`src/rtl/rmii_rx_ctrl_if.sv`:
```
// rmii_rx_ctrl_if: RMII receive stream, payload output, crc32 engine hookup
// and frame verdict for rmii_rx_ctrl.
// With RMII_RX_STATS_EN defined, it also carries the frame statistics
// counters and their clear strobe.
interface rmii_rx_ctrl_if;
    logic        crsdv;
    logic [1:0]  rxd;
    logic        axiov;
    logic [1:0]  axiod;
    logic        crc_rst;
    logic        crc_valid;
    logic [1:0]  crc_data;
    logic [31:0] crc_residue;
    logic        frame_done;
    logic        frame_ok;
    logic [1:0]  frame_err;
`ifdef RMII_RX_STATS_EN
    logic        stats_clr;
    logic [15:0] good_cnt;
    logic [15:0] crc_err_cnt;
    logic [15:0] len_err_cnt;

    modport master (input  crsdv, rxd, crc_residue, stats_clr,
                    output axiov, axiod, crc_rst, crc_valid, crc_data,
                           frame_done, frame_ok, frame_err,
                           good_cnt, crc_err_cnt, len_err_cnt);
    modport slave  (output crsdv, rxd, crc_residue, stats_clr,
                    input  axiov, axiod, crc_rst, crc_valid, crc_data,
                           frame_done, frame_ok, frame_err,
                           good_cnt, crc_err_cnt, len_err_cnt);
`else
    modport master (input  crsdv, rxd, crc_residue,
                    output axiov, axiod, crc_rst, crc_valid, crc_data,
                           frame_done, frame_ok, frame_err);
    modport slave  (output crsdv, rxd, crc_residue,
                    input  axiov, axiod, crc_rst, crc_valid, crc_data,
                           frame_done, frame_ok, frame_err);
`endif
endinterface

```
`src/rtl/rmii_rx_ctrl.sv`:
```
// rmii_rx_ctrl: RMII receive sequencer. It strips the preamble and SFD,
// forwards payload dibits, sequences the shared crc32 engine and issues a
// one-cycle good / CRC / runt / oversize verdict per frame.
// Optional feature macro: RMII_RX_STATS_EN adds saturating frame counters.
module rmii_rx_ctrl #(
    parameter int          PRE_MIN     = 4,
    parameter int          MIN_DIBITS  = 256,
    parameter int          MAX_DIBITS  = 6072,
    parameter int          CRC_LAT     = 2,
    parameter logic [31:0] CRC_RESIDUE = 32'h38FB2284,
    parameter int          CNT_W       = 13
) (
    input  logic           clk,
    input  logic           rst,
    rmii_rx_ctrl_if.master bus
);
    localparam int PRE_W  = $clog2(PRE_MIN + 1);
    localparam int WAIT_W = (CRC_LAT > 1) ? $clog2(CRC_LAT) : 1;

    localparam logic [2:0] S_IDLE  = 3'd0;
    localparam logic [2:0] S_PRE   = 3'd1;
    localparam logic [2:0] S_DATA  = 3'd2;
    localparam logic [2:0] S_CHECK = 3'd3;
    localparam logic [2:0] S_DROP  = 3'd4;

    logic [2:0]        state;
    logic [PRE_W-1:0]  pre_cnt;
    logic [CNT_W-1:0]  dibit_cnt;
    logic [WAIT_W-1:0] wait_cnt;
    logic              axiov_q, crc_valid_q, done_q, ok_q;
    logic [1:0]        axiod_q, crc_data_q, err_q;

    // Frame sequencer; all data/verdict outputs are one-cycle registered pulses
    always_ff @(posedge clk or negedge rst) begin
        if (!rst) begin
            state       <= S_IDLE;
            pre_cnt     <= '0;
            dibit_cnt   <= '0;
            wait_cnt    <= '0;
            axiov_q     <= 1'b0;
            axiod_q     <= 2'b00;
            crc_valid_q <= 1'b0;
            crc_data_q  <= 2'b00;
            done_q      <= 1'b0;
            ok_q        <= 1'b0;
            err_q       <= 2'b00;
        end else begin
            axiov_q     <= 1'b0;
            axiod_q     <= 2'b00;
            crc_valid_q <= 1'b0;
            crc_data_q  <= 2'b00;
            done_q      <= 1'b0;
            ok_q        <= 1'b0;
            err_q       <= 2'b00;
            case (state)
                S_IDLE: begin
                    if (bus.crsdv && bus.rxd == 2'b01) begin
                        state   <= S_PRE;
                        pre_cnt <= PRE_W'(1);
                    end
                end
                S_PRE: begin
                    if (!bus.crsdv) begin
                        state <= S_IDLE;
                    end else if (bus.rxd == 2'b01) begin
                        if (pre_cnt < PRE_W'(PRE_MIN))
                            pre_cnt <= pre_cnt + 1'b1;
                    end else if (bus.rxd == 2'b11 && pre_cnt >= PRE_W'(PRE_MIN)) begin
                        state     <= S_DATA;
                        dibit_cnt <= '0;
                    end else begin
                        // short preamble or a corrupt dibit: discard the burst
                        state <= S_DROP;
                    end
                end
                S_DATA: begin
                    if (!bus.crsdv) begin
                        state    <= S_CHECK;
                        wait_cnt <= '0;
                    end else if (dibit_cnt == CNT_W'(MAX_DIBITS)) begin
                        // one dibit past the limit: verdict now, swallow the rest
                        done_q <= 1'b1;
                        err_q  <= 2'b11;
                        state  <= S_DROP;
                    end else begin
                        axiov_q     <= 1'b1;
                        axiod_q     <= bus.rxd;
                        crc_valid_q <= 1'b1;
                        crc_data_q  <= bus.rxd;
                        dibit_cnt   <= dibit_cnt + 1'b1;
                    end
                end
                S_CHECK: begin
                    // wait_cnt counts cycles after the last crc_valid edge
                    if (wait_cnt == WAIT_W'(CRC_LAT - 1)) begin
                        done_q <= 1'b1;
                        state  <= S_IDLE;
                        if (dibit_cnt < CNT_W'(MIN_DIBITS))
                            err_q <= 2'b10;
                        else if (bus.crc_residue != CRC_RESIDUE)
                            err_q <= 2'b01;
                        else
                            ok_q <= 1'b1;
                    end else begin
                        wait_cnt <= wait_cnt + 1'b1;
                    end
                end
                S_DROP: begin
                    if (!bus.crsdv)
                        state <= S_IDLE;
                end
                default: state <= S_IDLE;
            endcase
        end
    end

    // crc engine is held in reset whenever no frame is being accumulated or checked
    assign bus.crc_rst    = (state != S_DATA) && (state != S_CHECK);
    assign bus.axiov      = axiov_q;
    assign bus.axiod      = axiod_q;
    assign bus.crc_valid  = crc_valid_q;
    assign bus.crc_data   = crc_data_q;
    assign bus.frame_done = done_q;
    assign bus.frame_ok   = ok_q;
    assign bus.frame_err  = err_q;

`ifdef RMII_RX_STATS_EN
    logic [15:0] good_q, crcerr_q, lenerr_q;

    // Saturating verdict counters; a clear wins over a same-cycle increment
    always_ff @(posedge clk or negedge rst) begin
        if (!rst) begin
            good_q   <= '0;
            crcerr_q <= '0;
            lenerr_q <= '0;
        end else if (bus.stats_clr) begin
            good_q   <= '0;
            crcerr_q <= '0;
            lenerr_q <= '0;
        end else if (done_q) begin
            if (ok_q && good_q != 16'hFFFF)
                good_q <= good_q + 1'b1;
            if (err_q == 2'b01 && crcerr_q != 16'hFFFF)
                crcerr_q <= crcerr_q + 1'b1;
            if (err_q[1] && lenerr_q != 16'hFFFF)
                lenerr_q <= lenerr_q + 1'b1;
        end
    end

    assign bus.good_cnt    = good_q;
    assign bus.crc_err_cnt = crcerr_q;
    assign bus.len_err_cnt = lenerr_q;
`endif
endmodule
```
`src/flat_wrapper.sv`:
```
// flat-port wrapper written by rule: the top's interface ports become plain ports
module rmii_rx_ctrl_flat 
#(
    parameter int          PRE_MIN     = 4,
    parameter int          MIN_DIBITS  = 256,
    parameter int          MAX_DIBITS  = 6072,
    parameter int          CRC_LAT     = 2,
    parameter logic [31:0] CRC_RESIDUE = 32'h38FB2284,
    parameter int          CNT_W       = 13
)
  (clk, rst, bus_crsdv, bus_rxd, bus_crc_residue, bus_axiov, bus_axiod, bus_crc_rst, bus_crc_valid, bus_crc_data, bus_frame_done, bus_frame_ok, bus_frame_err);
  rmii_rx_ctrl_if bus_i ();
  input  logic clk;
  input  logic rst;
  input wire logic [$bits(bus_i.crsdv)-1:0] bus_crsdv;
  input wire logic [$bits(bus_i.rxd)-1:0] bus_rxd;
  input wire logic [$bits(bus_i.crc_residue)-1:0] bus_crc_residue;
  output wire logic [$bits(bus_i.axiov)-1:0] bus_axiov;
  output wire logic [$bits(bus_i.axiod)-1:0] bus_axiod;
  output wire logic [$bits(bus_i.crc_rst)-1:0] bus_crc_rst;
  output wire logic [$bits(bus_i.crc_valid)-1:0] bus_crc_valid;
  output wire logic [$bits(bus_i.crc_data)-1:0] bus_crc_data;
  output wire logic [$bits(bus_i.frame_done)-1:0] bus_frame_done;
  output wire logic [$bits(bus_i.frame_ok)-1:0] bus_frame_ok;
  output wire logic [$bits(bus_i.frame_err)-1:0] bus_frame_err;
  assign bus_i.crsdv = bus_crsdv;
  assign bus_i.rxd = bus_rxd;
  assign bus_i.crc_residue = bus_crc_residue;
  assign bus_axiov = bus_i.axiov;
  assign bus_axiod = bus_i.axiod;
  assign bus_crc_rst = bus_i.crc_rst;
  assign bus_crc_valid = bus_i.crc_valid;
  assign bus_crc_data = bus_i.crc_data;
  assign bus_frame_done = bus_i.frame_done;
  assign bus_frame_ok = bus_i.frame_ok;
  assign bus_frame_err = bus_i.frame_err;
  rmii_rx_ctrl #(.PRE_MIN(PRE_MIN), .MIN_DIBITS(MIN_DIBITS), .MAX_DIBITS(MAX_DIBITS), .CRC_LAT(CRC_LAT), .CRC_RESIDUE(CRC_RESIDUE), .CNT_W(CNT_W)) u_core (.clk(clk), .rst(rst), .bus(bus_i));
endmodule
```
`config.mk`:
```
export PLATFORM = sky130hd
export DESIGN_NAME = rmii_rx_ctrl_flat
export DESIGN_NICKNAME = d
export VERILOG_FILES = /design/src/rtl/rmii_rx_ctrl_if.sv /design/src/rtl/rmii_rx_ctrl.sv /design/src/flat_wrapper.sv
export SDC_FILE = /design/constraint.sdc
export NUM_CORES = 1
export LEC_CHECK = 0
export CORE_MARGIN = 2
export CORE_UTILIZATION = 51
export CTS_CLUSTER_DIAMETER = 150
export DETAILED_ROUTE_END_ITERATION = 6
export GPL_TIMING_DRIVEN = 1
export PLACE_DENSITY = 0.85
export REMOVE_ABC_BUFFERS = 1
export SLEW_MARGIN = 20
export SYNTH_ARGS = -nofsm -noshare
export SYNTH_HDL_FRONTEND = slang
export SYNTH_SLANG_ARGS = --single-unit
```
`constraint.sdc`:
```
create_clock -name clk -period 3.5 [get_ports clk]
set_input_delay 0.35 -clock clk [delete_from_list [all_inputs] [get_ports clk]]
set_output_delay 0.35 -clock clk [all_outputs]
set_load 0.02 [all_outputs]
```
; Yosys cells after proc, flatten, opt, wreduce, memory -nomap -nowiden
; Cells that the tools add are included.
[classes]
mux = 42
n_addsub = 3
magnitude_cmp = 3
n_reduce_logical = 11
eq_ne = 23
[ops]
columns = op, n
row1 = 2-to-1 mux 13 bit, 5
row2 = 2-to-1 mux 3 bit, 11
row3 = != test 32 x 30 -> 1 bit (second input constant), 1
row4 = case mux 13 bit (2 select lines), 1
row5 = case mux 3 bit (5 select lines), 1
row6 = 2-to-1 mux 2 bit, 7
row7 = adder 13 x 1 -> 13 bit (second input constant), 1
row8 = == test 13 bit (second input constant), 1
row9 = less-than comparator 13 x 9 -> 1 bit (second input constant), 1
row10 = 2-to-1 mux 1 bit, 13
row11 = != test 2 bit (second input constant), 6
row12 = != test 2 x 1 -> 1 bit (second input constant), 5
row13 = AND reduction 5 bit, 2
row14 = != test 3 x 2 -> 1 bit (second input constant), 3
row15 = == test 3 x 2 -> 1 bit (second input constant), 2
row16 = case mux 3 bit (2 select lines), 1
row17 = AND reduction 6 bit, 1
row18 = nonzero test 2 bit, 3
row19 = case mux 1 bit (2 select lines), 2
row20 = case mux 2 bit (2 select lines), 1
row21 = adder 3 x 1 -> 3 bit (second input constant), 1
row22 = == test 3 x 1 -> 1 bit (second input constant), 1
row23 = == test 3 bit (second input constant), 1
row24 = greater-or-equal comparator 3 bit (second input constant), 1
row25 = 8 further kinds, 10
[word_totals]
register_bits = 27
out_inout_bits = 11
wordCells = 91

; Depth between registers and ports, before layout
; Gate-level depths: netlist of the first run.
[logic_depth]
ltp_word = 6
ltp_mapped = 7
depth_no_buf = 6

; Worst setup path before layout of the first run
; Ideal clock, no wire load.
[synth_path]
kind = flip-flop to flip-flop
from = register u_core.dibit_cnt[0]
to = register u_core.dibit_cnt[10]
path_buffers = 1
arrival_time_ns = 1.706
stages_incl_launch_ff = 8
t_required_ns = 3.374
slack_ns = 1.668
cell_sequence = dfrtp_1 > inv_1 > ha_1 > or3b_1 > nor4_4 > nor2_2 > buf_6 > a221o_1
[synth_via]
elab_chain_len = 4
[synth_lines]
columns = element, line_no
row1 = start: declaration, rmii_rx_ctrl.sv:28  ; logic [CNT_W-1:0] dibit_cnt;
row2 = start signal: assignment, rmii_rx_ctrl.sv:90  ; dibit_cnt <= dibit_cnt + 1'b1;
row3 = adder 13 x 1 -> 13 bit, rmii_rx_ctrl.sv:90
row4 = 2-to-1 mux 13 bit, rmii_rx_ctrl.sv:80  ; end else if (dibit_cnt == CNT_W'(MAX_DIBITS)) begin
row5 = 2-to-1 mux 13 bit, rmii_rx_ctrl.sv:77  ; if (!bus.crsdv) begin
row6 = case mux 13 bit (2 select lines), rmii_rx_ctrl.sv:55  ; case (state)
; Several ways; a longest one is shown, not always the timed one. The select of a mux whose other input is x is not followed.
; A chain may end at the register's enable or synchronous reset.

; Worst setup path in the final report of the first run
[layout_path]
from = register u_core.dibit_cnt[0]
to = register u_core.dibit_cnt[9]
; Same word-level chain as after synthesis.

==> results of run 1 <==
synthesized netlist by cell type, types with 2 or more instances:
cell type  count  share of area (%)
dfrtp_1       27                 42
nand2_1       11                2.5
o21ai_0       11                3.4
nand4_1        9                3.5
nor2_1         8                1.8
nor3_1         8                2.5
nor4_1         7                2.7
a221o_1        5                3.1
buf_4          5                2.3
inv_1          5                1.2
nand2b_1       5                1.9
nor4b_1        5                2.7
o31ai_1        5                2.3
a21oi_1        4                1.2
nand3_1        4                1.2
nor2b_1        4                1.5
a21o_1         3                1.4
and2_1         3                1.2
buf_2          3               0.92
ha_1           3                2.3
nand4b_1       3                1.6
o22a_1         3                1.6
a22o_1         2                1.1
and3_1         2               0.77
clkbuf_1       2               0.46
or4_1          2               0.92
sequential cells by signal, summed over array words and instances (netlist names):
register	flops
u_core.bus.crc_valid	1
u_core.pre_cnt	3
u_core.bus.frame_done	1
u_core.dibit_cnt	13
u_core.bus.frame_err	2
u_core.bus.axiod	2
u_core.bus.frame_ok	1
u_core.state	3
u_core.wait_cnt	1
logic make-up (layout without fill, tap and decap cells):
family / Yosys count / in the layout / synth area share, %
AND/OR/NAND/NOR: 83 / 83 / 32.1
AO/OA/AOI/OAI: 38 / 38 / 16.8
flip-flops: 27 / 27 / 41.5
buffers and inverters: 16 / 57 / 5.53
adder cells (fa/ha/maj): 3 / 3 / 2.31
XOR/XNOR: 2 / 2 / 1.08
multiplexers: 1 / 1 / 0.692
area by class of cell:
| cell class | count | area, um^2 |
|---|---|---|
| Fill cell | 252 | 937 |
| Multi-Input combinational cell | 127 | 862 |
| Timing Repair Buffer | 48 | 478 |
| Inverter | 5 | 18.8 |
| Sequential cell | 27 | 676 |
| Clock buffer | 4 | 26.3 |
| Tap cell | 44 | 55.1 |
cell usage in the layout (no fill, tap or decap), types with 2 or more instances in the layout:
master and instances:
a21o_1 3, a21oi_1 4, a221o_1 5, a22o_1 2
and2_1 3, and3_1 2, clkbuf_4 3, clkdlybuf4s50_1 47
dfrtp_1 27, ha_1 3, inv_1 5, nand2_1 11
nand2b_1 5, nand3_1 4, nand4_1 9, nand4b_1 3
nor2_1 8, nor2b_1 4, nor3_1 8, nor4_1 7
nor4b_1 5, o21ai_0 11, o22a_1 3, o31ai_1 5
or4_1 2
power by group through the flow:
stage | Combinational (mW) | Clock (mW) | Sequential [mW]
after global placement | 0.0883 | 0 | 0.341
after floorplan | 0.0337 | 0 | 0.339
after detailed placement | 0.0927 | 0 | 0.342
after CTS | 0.0933 | 0.142 | 0.336
after global routing | 0.102 | 0.151 | 0.338
final | 0.0922 | 0.136 | 0.336
metal layers:
metal	global-route usage, %	share of wire, %	vias up
met5	0	0	-
met4	5.59	2.0	0
met3	5.76	5.0	12
met2	44.7	53	54
met1	30.5	40	724
li1	-	-	734
worst min-delay path by stage:
stage / to / slack, ns
CTS: u_core.bus.frame_err[1]$_DFF_PN0_ / 0.39
floorplan: u_core.bus.axiod[0]$_DFF_PN0_ / 0.05
detailed placement: u_core.pre_cnt[1]$_DFFE_PN0P_ / 0.55
global placement: u_core.pre_cnt[1]$_DFFE_PN0P_ / 0.52
finish: u_core.bus.frame_err[1]$_DFF_PN0_ / 0.38
global route: u_core.bus.frame_err[0]$_DFF_PN0_ / 0.40
==> results.cfg, run 1 <==
[sta]
fmaxAchievable_mhz = 407
fin_crit_sh_pct = 70.2
whs_ns = 0.385
setup_viol = 0
finalCriticalPeriod_ns = 2.46
worst_slack_ns = 1.04
slew_viol_final = 0
rsz0062_at_grt = false
slew_headroom_pct = 46.1
finalSetupTns_ns = 0
hold_violations = 0
finClkSkew_ns = 0.00406
tightest_slew_ns = 0.802

[pwr]
leakagePower_nw = 0.860
ir_drop_mv = 0.219
combPwrFrac_pct = 16.3
seq_power_share_pct = 59.6
p_int_mw = 0.425
powerDensity_nw_per_um2 = 267
p_switching_mw = 0.140
power_mw = 0.565
pwr-share-clk_pct = 24.1
switching_share_pct = 24.8

[logic_synthesis]
synth_flop_cell = dfrtp_1
synth-edff-count = 0
syn-cell-area_um2 = 1630
synth_cells = 170
yosysWarnings = 0
ys_async_sr_fraction_pct = 100
ys_ff_latch = 27
yosysSeqAreaShare_pct = 41.5
avgSynthCellArea_um2 = 9.58
ys_types = 47

[drt]
wl_per_cell_um = 16.2
via_per_inst = 5.98
first_pass_iters = 4
drc = 0
drtAntennaViolNets = 0
wl_mm = 4.13
vias = 1524
drt_iter0_drc = 93

[worst_setup_path]
critical_path_required_ns = 3.77
end_kind = flip-flop
r2r_slack_ns = 1.04
path_cells = inv_1 > ha_1 > or3b_1 > nor4_4 > a21o_1 > a221o_1
path_buf_inv = 1
path_depth = 6
crit_family = simple AND/OR/NAND/NOR gates
cp_max_fo = 14
crit_end = u_core.dibit_cnt[9]$_DFFE_PN0P_
critPathSlowestCell = nor4_4
crit_path_start_kind = flip-flop
r2r_start = u_core.dibit_cnt[0]$_DFFE_PN0P_
startpoint = u_core.dibit_cnt[0]$_DFFE_PN0P_
crit_type = reg2reg
reg2reg_to = u_core.dibit_cnt[9]$_DFFE_PN0P_
reg2regPathDepth = 6
worstPathArrival_ns = 2.73
worst_path_largest_cell_delay_ns = 0.62

[global_route]
antenna_found_initial = 0
track_usage_pct = 24.9
grt_pass1_vias = 1526
grt_max_degree = 28
overflow = 0
grt_pass1_wl_mm = 6.89

[layout]
final_util_pct = 69.3
diodes = 0
fin_cells = 255
final_cell_area_um2 = 2120
fin_nets = 252
area_growth_pct = 30.0
drive_above_1_share_pct = 5.21

[floorplan]
dieHeight_um = 60.5
start_util_pct = 53.3
core_um2 = 3050
dieArea_um2 = 3660
boundaryPins = 48
num_rows = 20
die_w_um = 60.5

[clock_tree]
cts_max_path_buffers = 2
cts_sinks = 27
postCtsResizedCells = 0
cts_tree = built
post_cts_buffers = 0
path_clk_slew_ns = 0.14
insertion_delay_ns = 0.32
htreeDepth = 1
cts-buffers-inserted = 3
clockRootBuffer = clkbuf_4
cts_hold_buf = 0

[job]
maxCapViolCount = 0

[placed_design]
pre_cts_ws_ns = 1.13
dpl.hpwl_mm = 3.10
dp_cells = 251
place_congestion = 0.906
portBuffers = 47
dpl_cell_area_um2 = 2090

[status]
status = complete, no violations

[worst_hold_path]
min_path_type = in2async
Power figures use the tool's default switching activity.
==> inputs of run 2 (changes only) <==
--- a/config.mk
+++ b/config.mk
@@ -6,11 +6,11 @@
 export NUM_CORES = 1
 export LEC_CHECK = 0
 export CORE_MARGIN = 2
-export CORE_UTILIZATION = 51
+export CORE_UTILIZATION = 42
 export CTS_CLUSTER_DIAMETER = 150
 export DETAILED_ROUTE_END_ITERATION = 6
 export GPL_TIMING_DRIVEN = 1
-export PLACE_DENSITY = 0.85
+export PLACE_DENSITY = 0.75
 export REMOVE_ABC_BUFFERS = 1
 export SLEW_MARGIN = 20
 export SYNTH_ARGS = -nofsm -noshare
==> constraint.sdc (replaced) <==
create_clock -name clk -period 2.1 [get_ports clk]
set_input_delay 0.21 -clock clk [delete_from_list [all_inputs] [get_ports clk]]
set_output_delay 0.21 -clock clk [all_outputs]
set_load 0.02 [all_outputs]
==> results.cfg, run 2 (synthesis results as in run 1) <==
[clock_tree]
insertion_delay_ns = 0.28
postCtsResizedCells = 0
cts_sinks = 27
cts_tree = built
clockRootBuffer = clkbuf_8
cts-buffers-inserted = 3
cts_max_path_buffers = 2
post_cts_buffers = 0
cts_hold_buf = 0
htreeDepth = 1
path_clk_slew_ns = 0.10

[pwr]
powerDensity_nw_per_um2 = 470
pwr-share-clk_pct = 29.8
combPwrFrac_pct = 15.4
p_int_mw = 0.770
ir_drop_mv = 0.394
switching_share_pct = 24.6
seq_power_share_pct = 54.9
leakagePower_nw = 0.886
p_switching_mw = 0.251

[drt]
wl_per_cell_um = 15.2
drc = 0
drt_iter0_drc = 73
via_per_inst = 5.65
vias = 1487
wl_mm = 3.99
first_pass_iters = 4
drtAntennaViolNets = 0

[floorplan]
dieHeight_um = 66.3
dieArea_um2 = 4390
die_w_um = 66.3
core_um2 = 3690
num_rows = 22
start_util_pct = 44.1
boundaryPins = 48

[worst_setup_path]
reg2reg_to = u_core.dibit_cnt[11]$_DFFE_PN0P_
reg2regPathDepth = 7
worstPathArrival_ns = 2.15
crit_type = reg2reg
r2r_start = u_core.dibit_cnt[1]$_DFFE_PN0P_
crit_path_start_kind = flip-flop
r2r_slack_ns = 0.12
crit_end = u_core.dibit_cnt[11]$_DFFE_PN0P_
critical_path_required_ns = 2.27
end_kind = flip-flop
cp_max_fo = 10
startpoint = u_core.dibit_cnt[1]$_DFFE_PN0P_

[sta]
slew_headroom_pct = 67.6
finalSetupTns_ns = 0
fin_crit_sh_pct = 94.4
finClkSkew_ns = 0.00685
rsz0062_at_grt = false
slew_viol_final = 0
worst_slack_ns = 0.117
fmaxAchievable_mhz = 504
hold_violations = 0
setup_viol = 0
finalCriticalPeriod_ns = 1.98
tightest_slew_ns = 0.485

[global_route]
grt_pass1_wl_mm = 6.68
track_usage_pct = 19.4
grt_max_degree = 28
antenna_found_initial = 0
grt_pass1_vias = 1452
overflow = 0

[placed_design]
pre_cts_ws_ns = 0.0709
dpl.hpwl_mm = 2.96
dpl_cell_area_um2 = 2120
portBuffers = 47
place_congestion = 0.816

[layout]
drive_above_1_share_pct = 7.91
largest_register_ffs = 13
area_growth_pct = 33.6
fin_nets = 256
mostFrequentLayoutCells = clkdlybuf4s50_1 (47), dfrtp_1 (27), nand2_1 (11), o21ai_0 (11), nand4_1 (9)
final_common_cell = clkdlybuf4s50_1
final_cell_area_um2 = 2170
reg_top3 = u_core.dibit_cnt (13), u_core.pre_cnt (3), u_core.state (3)
largest-register = u_core.dibit_cnt
diodes = 0

[job]
maxCapViolCount = 0

[worst_hold_path]
min_path_type = in2async

[status]
status = complete, no violations
==> run 2: cell count changes in the layout (fill, tap and decap cells not counted) <==
cell	change
a21o_1	-1
a21o_2	+1
buf_4	+4
clkbuf_1	-1
clkbuf_4	-3
clkbuf_8	+3
clkinvlp_4	+1
==> run 2: worst min path at each step <==
stage,start,to,slack [ns]
6_report,rst,u_core.bus.frame_err[0]$_DFF_PN0_,0.30
3_5_place_dp,u_core.pre_cnt[1]$_DFFE_PN0P_,u_core.pre_cnt[1]$_DFFE_PN0P_,0.53
3_3_place_gp,u_core.pre_cnt[1]$_DFFE_PN0P_,u_core.pre_cnt[1]$_DFFE_PN0P_,0.53
5_1_grt,rst,u_core.bus.frame_ok$_DFF_PN0_,0.33
2_1_floorplan,rst,u_core.bus.axiod[0]$_DFF_PN0_,-0.09
4_1_cts,rst,u_core.bus.frame_err[0]$_DFF_PN0_,0.31
==> run 2: power by group through the flow <==
stage | sequential, mW | clock, mW | combinational (mW)
after floorplan | 0.566 | 0 | 0.0562
after global placement | 0.568 | 0 | 0.151
after detailed placement | 0.571 | 0 | 0.157
after CTS | 0.560 | 0.314 | 0.158
after global routing | 0.563 | 0.333 | 0.174
final | 0.561 | 0.304 | 0.157
==> run 2: layout make-up <==
class	count	area, um^2
inverters	5	18.8
well taps	48	60.1
repair buffers	52	508
clock buffers	3	41.3
multi-input cells	127	863
fillers	323	1510
flip-flops and latches	27	676
clock inverters	1	7.51
==> run 2: worst max-delay path, cell delays in order (launching register included) <==
cell and delay [ns]:
dfrtp_1 0.44, inv_1 0.08, ha_1 0.12, or3b_1 0.38
nor4_4 0.28, buf_4 0.25, nor4b_1 0.07, a221o_1 0.26
==> run 2: metrics by stage <==
stage          util [%]  std cells  hold slack [ns]  total power, mW
2_1_floorplan         -        159          -0.0856            0.622
3_3_place_gp       57.6        259            0.526            0.719
3_5_place_dp       57.6        259            0.533            0.728
4_1_cts            58.9        263            0.306             1.03
5_1_grt            59.0        263            0.331             1.07
6_report           59.0        263            0.300             1.02
==> run 2: metal layers <==
metal  GRT usage [%]  routed length (um)  up-vias
met5               0                   0        -
met4            1.53                   0        0
met3            3.58                 102        0
met2            35.1                2120       21
met1            24.9                1770      729
li1                -                   -      737
